`config.mk`:
```
export PLATFORM = sky130hd
export DESIGN_NAME = zmips_ex_mem_buf
export DESIGN_NICKNAME = d
export VERILOG_FILES = /design/src/rtl/zmips_ex_mem_buf.sv
export SDC_FILE = /design/constraint.sdc
export NUM_CORES = 1
export LEC_CHECK = 0
export BUFFER_PORTS_ARGS = -buffer_cell sky130_fd_sc_hd__buf_2
export CAP_MARGIN = 5
export CORE_MARGIN = 5
export CORE_UTILIZATION = 56
export DETAILED_ROUTE_END_ITERATION = 8
export PLACE_DENSITY = 0.83
export SYNTH_ARGS = -nofsm -noshare
export SYNTH_HDL_FRONTEND = slang
export SYNTH_SLANG_ARGS = --single-unit
export TNS_END_PERCENT = 1
```
`constraint.sdc`:
```
create_clock -name clk -period 5.05 [get_ports clk]
set_clock_uncertainty 0.05 [all_clocks]
set_input_delay 1.515 -clock clk [delete_from_list [all_inputs] [get_ports clk]]
set_output_delay 1.515 -clock clk [all_outputs]
set_load 0.1 [all_outputs]
```
`src/rtl/zmips_ex_mem_buf.sv`:
```
// Execute-to-memory pipeline buffer with BEQ/BNE resolution, 2-entry skid storage.
// Latency: 1 cycle from accepted input to mem_valid; br_taken pulses 1 cycle after the accept.
// Backpressure: ex_ready is decoded from registered occupancy only, never from mem_ready.
//
// Ports:
//   clk, rst_n             rising-edge clock, asynchronous active-low reset
//   flush                  synchronous flush, drops held and same-cycle incoming entries
//   ex_valid / ex_ready    upstream handshake; alu_*, ex_* carry the entry payload
//   mem_valid / mem_ready  downstream handshake; mem_* carry the head entry
//   br_taken, br_pc        registered branch-taken pulse and its target PC
module zmips_ex_mem_buf #(
  parameter int DATA_W = 32,
  parameter int REG_AW = 5
) (
  input  logic              clk,
  input  logic              rst_n,
  input  logic              flush,
  input  logic              ex_valid,
  output logic              ex_ready,
  input  logic [DATA_W-1:0] alu_y,
  input  logic              alu_zero,
  input  logic              alu_cout,
  input  logic [REG_AW-1:0] ex_rd,
  input  logic              ex_reg_we,
  input  logic              ex_mem_rd,
  input  logic              ex_mem_wr,
  input  logic [DATA_W-1:0] ex_st_data,
  input  logic [1:0]        ex_br_type,
  input  logic [DATA_W-1:0] ex_br_target,
  output logic              mem_valid,
  input  logic              mem_ready,
  output logic [DATA_W-1:0] mem_y,
  output logic              mem_cout,
  output logic [REG_AW-1:0] mem_rd,
  output logic              mem_reg_we,
  output logic              mem_mem_rd,
  output logic              mem_mem_wr,
  output logic [DATA_W-1:0] mem_st_data,
  output logic              br_taken,
  output logic [DATA_W-1:0] br_pc
);

  typedef struct packed {
    logic [DATA_W-1:0] y;
    logic              cout;
    logic [REG_AW-1:0] rd;
    logic              reg_we;
    logic              mem_rd;
    logic              mem_wr;
    logic [DATA_W-1:0] st_data;
  } ent_t;

  typedef enum logic [1:0] {
    S_EMPTY = 2'd0,
    S_ONE   = 2'd1,
    S_FULL  = 2'd2
  } state_t;

  localparam logic [1:0] BR_BEQ = 2'b01;
  localparam logic [1:0] BR_BNE = 2'b10;

  state_t            state_q, state_d;
  ent_t              main_q, main_d;
  ent_t              skid_q, skid_d;
  logic              br_taken_q, br_taken_d;
  logic [DATA_W-1:0] br_pc_q, br_pc_d;

  ent_t in_ent;
  logic in_xfer;
  logic out_xfer;
  logic br_hit;

  // Handshake outputs decode flops only, so no mem_ready -> ex_ready path exists.
  assign ex_ready  = (state_q != S_FULL);
  assign mem_valid = (state_q != S_EMPTY);

  assign in_xfer  = ex_valid & ex_ready;
  assign out_xfer = mem_valid & mem_ready;

  // Reserved type 11 falls through both terms and resolves as not taken.
  assign br_hit = ((ex_br_type == BR_BEQ) &  alu_zero) |
                  ((ex_br_type == BR_BNE) & ~alu_zero);

  always_comb begin
    in_ent.y       = alu_y;
    in_ent.cout    = alu_cout;
    in_ent.rd      = ex_rd;
    in_ent.reg_we  = ex_reg_we;
    in_ent.mem_rd  = ex_mem_rd;
    in_ent.mem_wr  = ex_mem_wr;
    in_ent.st_data = ex_st_data;
  end

  always_comb begin
    state_d    = state_q;
    main_d     = main_q;
    skid_d     = skid_q;
    br_taken_d = 1'b0;
    br_pc_d    = br_pc_q;

    if (flush) begin
      // Same-cycle output is treated as consumed; same-cycle input is dropped
      // and cannot fire a branch.
      state_d = S_EMPTY;
    end else begin
      case (state_q)
        S_EMPTY: begin
          if (in_xfer) begin
            state_d = S_ONE;
            main_d  = in_ent;
          end
        end
        S_ONE: begin
          if (in_xfer && out_xfer) begin
            main_d = in_ent;
          end else if (in_xfer) begin
            state_d = S_FULL;
            skid_d  = in_ent;
          end else if (out_xfer) begin
            state_d = S_EMPTY;
          end
        end
        S_FULL: begin
          // ex_ready is low here, so only a drain can happen.
          if (out_xfer) begin
            state_d = S_ONE;
            main_d  = skid_q;
          end
        end
        default: begin
          state_d = S_EMPTY;
        end
      endcase

      if (in_xfer && br_hit) begin
        br_taken_d = 1'b1;
        br_pc_d    = ex_br_target;
      end
    end
  end

  always_ff @(posedge clk or negedge rst_n) begin
    if (!rst_n) begin
      state_q    <= S_EMPTY;
      main_q     <= '0;
      skid_q     <= '0;
      br_taken_q <= 1'b0;
      br_pc_q    <= '0;
    end else begin
      state_q    <= state_d;
      main_q     <= main_d;
      skid_q     <= skid_d;
      br_taken_q <= br_taken_d;
      br_pc_q    <= br_pc_d;
    end
  end

  assign mem_y       = main_q.y;
  assign mem_cout    = main_q.cout;
  assign mem_rd      = main_q.rd;
  assign mem_reg_we  = main_q.reg_we;
  assign mem_mem_rd  = main_q.mem_rd;
  assign mem_mem_wr  = main_q.mem_wr;
  assign mem_st_data = main_q.st_data;
  assign br_taken    = br_taken_q;
  assign br_pc       = br_pc_q;

endmodule

```
# [Word-level counts from Yosys, hierarchy flattened]
# Cells that the tools add are included.
[classes] reduce_logical=9 bitwise_logic=8 n_div=0 add_sub_neg=0 eq_ne=12 n_mul=0 order_cmp=0 shift=0 n_mux=13
[op_table] operator="$mux 73" count=3
[op_table] operator="$pmux 73 s3" count=1
[op_table] operator="$mux 2" count=6
[op_table] operator="$ne 3x3->1 const B" count=3
[op_table] operator="$ne 2x2->1 const B" count=4
[op_table] operator="$reduce_and 4->1" count=2
[op_table] operator="$pmux 2 s3" count=1
[op_table] operator="$reduce_and 5->1" count=1
[op_table] operator="$and 1x1->1" count=4
[op_table] operator="$eq 2x1->1 const B" count=2
[op_table] operator="$eq 2x2->1 const B" count=2
[op_table] operator="$ne 4x4->1 const B" count=1
[op_table] operator="$not 1->1" count=3
[op_table] operator="$reduce_bool 3->1" count=1
[op_table] operator="$logic_and 1x1->1" count=2
[op_table] operator="$logic_not 2->1" count=1
[op_table] operator="$mux 1" count=2
[op_table] operator="$reduce_and 2->1" count=1
[op_table] operator="$reduce_bool 2->1" count=1
[op_table] operator="$or 1x1->1" count=1
[totals] ram_bits=0 output_inout_bits=108 reg_bits=181 elab_cells=59 latch_bits=0 memories=0 in_bits=113 rom_bits=0

# [Longest topological paths before layout]
# Gate-level depths: netlist of run 1.
[depth] ltp_word=7 ltp_mapped=7 depth_no_buf=5

# [Worst setup path after synthesis of run 1]
# OpenSTA, ideal clock, no wires.
[synth_path] path_type="flip-flop to output port" start="register state_q[1]" end="output port ex_ready" stages_incl_launch_ff=4 required_time_ns=3.485 arrival_time_ns=1.714 setup_slack_ns=1.771 n_path_buf=1 path_cell_list="dfrtp_1 -> and2b_1 -> inv_1 -> clkbuf_1"
[synth_between] elab_chain_cells=1
[synth_rtl] item="from (decl)" line_no="62" source="state_t state_q, state_d;"
[synth_rtl] item="from (signal assigned)" line_no="150" source="state_q <= state_d;"
[synth_rtl] item="$ne 2x2->1" line_no="74" source="assign ex_ready = (state_q != S_FULL);"
[synth_rtl] item="to (decl)" line_no="19" source="output logic ex_ready,"
# Every way passes these cells.

# [Final worst setup path of run 1]
# Ends and elaborated chain as after synthesis.

==> results.yml, run 1 <==
status:
  outcome: "finished clean"
setup_path:
  cp.arrival_ns: 1.59
  crit_path_start_kind: "flop"
  end_kind: "output pin"
  worstPathRequired_ns: 3.49
  cp_max_fo: 7
  critical_path_class: "flop to output pin"
power_and_ir_drop:
  leakagePower_nw: 4.78
  power_density_mw_per_mm2: 593
  vdd.ir_drop.worst_v: 0.000388
  total_power_mw: 5.67
detailed_routing:
  drc_errors: 0
  ant_nets: 0
  first_iter_violations: 368
  via_count: 5508
  wl_um: 18100
  firstDrtPassIters: 5
  avgViaCountPerCell: 5.31
  routedWlPerCell_um: 17.4
clocking:
  clk_latency_ns: 0.42
  hold_buffers: 0
  path_clk_slew_ns: 0.07
  post-cts-setup-buffers: 0
  clock_path_buffers: 2
  cts_made_buffers: 17
  cts-root-buf: "clkbuf_16"
  h-tree-depth: 4
  cts_tree: "done"
  cts_resized: 0
  clock_sinks: 181
global_routing:
  grt_pass1_wl_um: 29600
  antenna_found_initial: 0
  track_usage_pct: 23.0
  grt_max_degree: 102
  overflow: 0
  grt_pass1_vias: 5873
cells_and_area:
  finalCoreUtilization_pct: 71.6
  layoutNonFillerInstCount: 1038
  nFillCells: 900
  layout-drive-gt1-share_pct: 51.3
  area_delta_synth_final_pct: 24.2
  nets: 961
synth:
  yosysMostFrequentCell: "nand2_1"
  synthMuxAreaShare_pct: 26.0
  yosysSeqAreaShare_pct: 58.8
  synth_common_cells: "nand2_1 (221), dfrtp_1 (181), mux2_2 (173)"
  yosysTopAreaCell: "dfrtp_1"
  synth_seq_cells: 181
  synth_edf_count: 0
  yosysTopAreaCellShare_pct: 58.8
  netlist_instances: 633
  synth-xor-area-share_pct: 0
  synthSimpleGateAreaFrac_pct: 11.9
  synth_top_family_by_area: "multiplexers"
  syn_area_per_cell_sq_um: 12.2
  synth-async-reset-ratio_pct: 100
  ys_types: 21
  synth_compound_area_share_pct: 0.553
  synth.area.top_cells: "dfrtp_1 (59%), mux2_2 (25%), nand2_1 (11%)"
  synthesis.area_sq_mm: 0.00770
  synth_flop_cell: "dfrtp_1"
  synthAdderAreaFrac_pct: 0
  synthesis.nets: 746
  yosys_warnings: 0
floorplanning:
  dieWidth_um: 127
  initial_core_util_pct: 57.7
  die_h_um: 127
  core_area_sq_mm: 0.0133
  rows: 42
  ios: 221
  dieArea_sq_mm: 0.0162
min_path:
  min_path_type: "flop to flop"
placement:
  placedCellCount: 1005
  gp_congestion: 0.834
  portBuffers: 220
  hpwl_um: 12200
timing:
  rsz0062_at_grt: "false"
  slew_violations: 0
  relSlewSlack_pct: 39.5
  fin_crit_sh_pct: 62.5
  fin_setup_tns_ns: 0
  finalSetupViolations: 0
  fin_crit_ns: 3.15
  hold_violations: 0
  fmax_mhz: 317
  worstMarginPinSlew_ns: 0.908
run:
  drv_cap: 0
-- placed cells by master, fill, tap and decap left out, drive strengths merged --
| cell | synthesis | final |
|---|---|---|
| a21oi | 3 | 3 |
| and2b | 1 | 1 |
| buf | 31 | 230 |
| bufinv | 0 | 5 |
| clkbuf | 3 | 17 |
| clkinv | 0 | 4 |
| clkinvlp | 0 | 2 |
| dfrtp | 181 | 181 |
| diode | 0 | 1 |
| inv | 1 | 5 |
| mux2 | 178 | 178 |
| nand2 | 221 | 221 |
| nand2b | 2 | 2 |
| nand3b | 1 | 1 |
| nor2 | 1 | 1 |
| nor2b | 2 | 2 |
| nor3 | 3 | 3 |
| nor3b | 1 | 1 |
| o21a | 1 | 1 |
| o22a | 1 | 1 |
| or2 | 2 | 2 |
-- cell type report --
cell class | instances | area [sq um] | area share [%]
antenna | 1 | 2.50 | 0.0262
timing repair buffer | 230 | 1180 | 12.4
inverter | 1 | 3.75 | 0.0393
sequential | 181 | 4530 | 47.4
clock inverter | 15 | 226 | 2.37
clock buffer | 17 | 425 | 4.45
tap | 176 | 220 | 2.30
multi-input combinational | 417 | 2970 | 31.1
-- worst paths after layout --
kind / start / to / slack [ns] / cells after the start
min reg2reg: br_pc[4] / br_pc[4] / 0.44 / 1
max: state_q[1] / ex_ready / 1.90 / 3
min: br_pc[4] / br_pc[4] / 0.44 / 1
max in group asynchronous: rst_n / br_pc[4] / 2.84 / 2
max reg2reg: state_q[1] / br_pc[18] / 2.76 / 5
min in group asynchronous: rst_n / mem_st_data[30] / 1.14 / 1
-- state kept, by name, indices dropped and copies added, names as in the netlist --
name	count
mem_reg_we	1
mem_st_data	32
mem_cout	1
mem_mem_rd	1
mem_rd	5
skid_q	73
state_q	2
br_pc	32
mem_y	32
mem_mem_wr	1
br_taken	1
-- report_power, final --
part,leakage (nW),switching [mW],total (mW),internal (mW)
logic,2.28,1.75,2.21,0.461
clock network,0.316,0.566,1.45,0.885
registers,2.18,0.197,2.01,1.81
total,4.78,2.51,5.67,3.16
-- worst max-delay path: stages, from the launching register on --
cell     delay [ns]
dfrtp_1        0.44
and2b_2        0.24
inv_2          0.07
buf_2          0.42
-- layer usage --
layer	routed length, um	track usage, %
met5	0	0
met4	438	8.26
met3	1310	6.89
met2	8960	37.1
met1	7360	29.6
-- kinds of logic (layout without fill, tap and decap cells) --
kind of cell / Yosys count / in the layout
compound gates: 5 / 5
buf+inv: 35 / 263
flops: 181 / 181
mux: 178 / 178
other cells: 0 / 1
simple gates: 234 / 234
-- per-stage QoR --
step	setup WS (ns)	hold slack [ns]	area, sq um
3_5_place_dp	1.83	0.425	8910
5_1_grt	1.81	0.451	9560
2_1_floorplan	1.77	0.430	7700
3_3_place_gp	1.90	0.412	8910
4_1_cts	1.87	0.440	9560
6_report	1.90	0.435	9560
(Power assumes the default switching activity.)
==> run 2: changes to the inputs <==
CORE_UTILIZATION = 47   (was 56)
PLACE_DENSITY = 0.74   (was 0.83)
clock period = 2.87 ns   (was 5.05 ns; I/O delays follow)
==> run 2 against run 1 <==
  * Cell area increased by 0.76%
  * Largest power group unchanged
  * Final cell count rose by 3.9%
  * Non-clock buffer count increased by 2
  * Global-route usage fell by 4.5 points
  * Count of clock-buffer cells in the layout unchanged
  * Die area is 18% higher
  * Worst hold slack worse by 0.062 ns
  * Largest cell class unchanged
  * Total power is 69% higher
  * First-iteration DRC count decreased by 18%
  * Critical path depth shrank 1
  * Routed wire length is 5.5% lower
==> results.yml, run 2 (synthesized netlist as in run 1, its figures left out) <==
cells_and_area:
  nFillCells: 1339
  antenna_cells: 0
  largest_register_ffs: 73
  nets: 963
  area_delta_synth_final_pct: 25.2
  layout-drive-gt1-share_pct: 51.4
  final_common_cell: "nand2_1"
  finalCoreUtilization_pct: 60.2
  final_cell_mix: "nand2_1 (221), buf_2 (218), dfrtp_1 (181), mux2_2 (173), clkbuf_16 (17)"
  max_flop_register: "skid_q"
setup_path:
  cp_cell_sequence: "or2_2 -> buf_2"
  end_kind: "output pin"
  cp_max_fo: 7
  slowest_stage: "dfrtp_1"
  r2r-end: "br_pc[17]"
  cpLargestDelayFamily: "flip-flops"
  rr_startpoint: "state_q[0]"
  cp.depth: 2
  path_buf_inv: 1
  crit_path_start_kind: "flop"
  critical_path_class: "flop to output pin"
  max_stage_delay_ns: 0.45
  reg2reg_slack_ns: 0.65
  r2r_cells: 5
  cp.arrival_ns: 1.47
  worstPathRequired_ns: 1.96
detailed_routing:
  wl_um: 17100
  ant_nets: 0
  routedWlPerCell_um: 15.8
  drc_errors: 0
  first_iter_violations: 302
  via_count: 5327
  avgViaCountPerCell: 4.94
  top_layer: "met5"
  wl_met2_um: 8290
  wl_met3_um: 1230
  firstDrtPassIters: 4
  met1_length_um: 7370
timing:
  final.setup.worst_slack_ns: 0.485
  fin_crit_sh_pct: 83.1
  relSlewSlack_pct: 43.0
  fin_setup_tns_ns: 0
  hold_violations: 0
  worstMarginPinSlew_ns: 0.856
  hold_ws_ns: 0.373
  fmax_mhz: 419
  fin_crit_ns: 2.38
  rsz0062_at_grt: "false"
  slew_violations: 0
  finalSetupViolations: 0
status:
  outcome: "finished clean"
placement:
  gp_congestion: 0.745
  hpwl_um: 12000
  dpl_worst_slack_ns: 0.419
  portBuffers: 220
power_and_ir_drop:
  vdd.ir_drop.worst_v: 0.000615
  power_frac_comb_pct: 40.4
  p_switching_mw: 4.44
  leakagePower_nw: 4.76
  clockPowerShare_pct: 23.0
  pwr-share-seq_pct: 36.6
  power_density_mw_per_mm2: 997
  internal_power_mw: 5.16
  switching_share_pct: 46.3
clocking:
  clock_path_buffers: 2
  post-cts-setup-buffers: 0
  hold_buffers: 0
  path_clk_slew_ns: 0.07
  clk_latency_ns: 0.42
  cts-root-buf: "clkbuf_16"
  clock_sinks: 181
  cts_made_buffers: 17
  cts_tree: "done"
  cts_resized: 0
  h-tree-depth: 4
global_routing:
  track_usage_pct: 18.4
  overflow: 0
  antenna_found_initial: 1
  grt_pass1_wl_um: 27700
  grt_pass1_vias: 5518
  grt_max_degree: 75
min_path:
  min_path_type: "input pin to asynchronous set/reset pin"
floorplanning:
  dieArea_sq_mm: 0.0190
  rows: 46
  initial_core_util_pct: 48.1
  die_h_um: 138
  ios: 221
  core_area_sq_mm: 0.0160
  dieWidth_um: 138
run:
  drv_cap: 0
==> run 2: per-layer routing <==
metal,vias to the layer above,track usage (%)
met3,13,5.88
li1,2532,-
met2,154,30.0
met4,2,4.39
met5,-,0
met1,2626,24.3
==> run 2: power by group through the flow <==
stage                     combinational [mW]  clock (mW)  sequential (mW)
after global placement                  3.86           0             3.53
after floorplan                        0.729           0             5.99
after global routing                    4.03        2.39             3.59
after detailed placement                3.91           0             3.56
after CTS                               3.91        2.27             3.52
final                                   3.88        2.21             3.51
==> run 2: worst max-delay path by stage <==
stage	startpoint	to	slack (ns)
2_1_floorplan	state_q[1]	ex_ready	0.24
3_3_place_gp	flush	skid_q[62]	0.48
5_1_grt	state_q[1]	mem_valid	0.44
4_1_cts	state_q[1]	mem_valid	0.47
6_report	state_q[1]	mem_valid	0.49
3_5_place_dp	flush	skid_q[44]	0.42
==> run 2: layout make-up <==
class | instances | area [sq um] | area share (%)
multi-input cells | 417 | 2970 | 30.9
flip-flops and latches | 181 | 4530 | 47.0
clock buffers | 17 | 425 | 4.42
clock inverters | 15 | 134 | 1.39
inverters | 1 | 3.75 | 0.0390
repair buffers | 232 | 1300 | 13.5
well taps | 216 | 270 | 2.80
==> run 2: per-stage QoR <==
stage	total power, mW	instance area, sq um	std cells
after detailed placement	7.47	9080	1047
after CTS	9.70	9640	1079
after global routing	10.0	9640	1079
after global placement	7.39	9080	1047
final	9.60	9640	1079
after floorplan	6.72	7700	633
==> run 3: changes to the inputs <==
clock period = 2.1 ns   (was 2.87 ns; I/O delays follow)
==> run 3 against run 2 <==
  * Register-to-register slack worse by 0.39 ns
  * Combinational power up 37%
  * Setup slack worse by 0.44 ns
  * Worst hold slack worse by 0.28 ns
  * Count of clock-buffer cells in the layout up 1
  * Routed wire length up 1.0%
  * Critical path depth unchanged
  * Sequential power up 37%
  * Largest cell class unchanged
==> results.yml, run 3 (synthesized netlist as in run 1, its figures left out) <==
setup_path:
  r2r-end: "br_pc[24]"
  worstPathRequired_ns: 1.42
  cpLargestDelayFamily: "flip-flops"
  end_kind: "output pin"
  max_stage_delay_ns: 0.44
  slowest_stage: "dfrtp_2"
  cp_cell_sequence: "or2_2 -> buf_6"
  path_buf_inv: 1
  reg2reg_slack_ns: 0.26
  crit_path_start_kind: "flop"
  cp_max_fo: 7
  rr_startpoint: "state_q[1]"
  r2r_cells: 5
  critical_path_class: "flop to output pin"
  cp.arrival_ns: 1.38
power_and_ir_drop:
  leakagePower_nw: 4.91
  power_density_mw_per_mm2: 1380
  vdd.ir_drop.worst_v: 0.000868
detailed_routing:
  wl_um: 17300
  avgViaCountPerCell: 4.94
  drc_errors: 0
  firstDrtPassIters: 4
  first_iter_violations: 249
  via_count: 5381
  routedWlPerCell_um: 15.8
  ant_nets: 0
global_routing:
  grt_pass1_vias: 5394
  antenna_found_initial: 0
  track_usage_pct: 18.3
  grt_max_degree: 75
  grt_pass1_wl_um: 27300
  overflow: 0
timing:
  fin_setup_tns_ns: 0
  relSlewSlack_pct: 65.5
  final.setup.worst_slack_ns: 0.0434
  hold_violations: 0
  fin_crit_ns: 2.06
  fmax_mhz: 486
  finalSetupViolations: 0
  slew_violations: 0
  worstMarginPinSlew_ns: 0.521
  fin_crit_sh_pct: 97.9
  rsz0062_at_grt: "true"
cells_and_area:
  fin_area_sq_mm: 0.00991
  layout-drive-gt1-share_pct: 52.2
  nets: 974
  final_common_cell: "nand2_1"
  max_flop_register: "skid_q"
  final_cell_mix: "nand2_1 (221), buf_2 (217), dfrtp_1 (180), mux2_2 (173), clkbuf_16 (17)"
  antenna_cells: 0
  largest_register_ffs: 73
  area_delta_synth_final_pct: 28.7
  finalCoreUtilization_pct: 61.9
floorplanning:
  dieWidth_um: 138
  rows: 46
  core_area_sq_mm: 0.0160
  initial_core_util_pct: 48.1
  dieArea_sq_mm: 0.0190
  ios: 221
  die_h_um: 138
placement:
  dpl_cell_area_sq_mm: 0.00922
  gp_congestion: 0.749
  dpl_worst_slack_ns: -0.00991
  hpwl_um: 12000
  portBuffers: 220
clocking:
  cts-root-buf: "clkbuf_16"
  clock_sinks: 181
  h-tree-depth: 4
  clk_latency_ns: 0.42
  path_clk_slew_ns: 0.07
  clock_path_buffers: 2
  cts_made_buffers: 17
  cts_tree: "done"
min_path:
  min_path_type: "input pin to asynchronous set/reset pin"
status:
  outcome: "finished clean"
run:
  drv_cap: 0
[run 3: how the worst max path moves through the flow]
stage / start / end / slack, ns / cells after the start
after floorplan: flush / skid_q[10] / 0.20 / 5
after global placement: ex_valid / mem_y[28] / 0.008 / 6
after detailed placement: ex_valid / mem_y[25] / -0.01 / 6
after CTS: state_q[1] / ex_ready / 0.01 / 3
after global routing: state_q[1] / mem_valid / -0.006 / 2
final: state_q[1] / mem_valid / 0.04 / 2
[run 3: per-layer routing]
layer	track usage (%)	vias to the layer above	part of all wire, %
met5	0	-	0
met3	4.79	19	7.8
met1	24.3	2639	43
li1	-	2559	-
met4	6.04	0	1.5
met2	29.6	164	47
[run 3: layout make-up]
cell class	instances	area, sq um
clock buffer	18	439
sequential	181	4530
inverter	1	6.26
clock inverter	14	224
tap	216	270
timing repair buffer	243	1460
fill	1284	6090
multi-input combinational	417	2970
[run 3: stage by stage]
step	hold WS [ns]	std cells	total power [mW]
finish	0.0960	1090	13.6
global route	0.121	1090	14.2
CTS	0.0911	1089	13.8
detailed placement	0.421	1056	10.2
global placement	0.411	1056	10.1
floorplan	0.284	633	9.19
[run 3: power breakdown]
part | total (mW) | switching (mW) | internal, mW
Combinational | 5.33 | 4.19 | 1.15
Sequential | 4.80 | 0.434 | 4.36
Clock | 3.51 | 1.35 | 2.16
[run 3: repair_timing]
| action | 4_1_cts | 5_1_grt |
|---|---|---|
| hold buffers | 0 | 0 |
| gates cloned | 0 | 0 |
| endpoints found under the setup margin | 2 | 2 |
| buffers inserted | 1 | 1 |
| pin swaps | 0 | 0 |
| resized for setup | 4 | 0 |
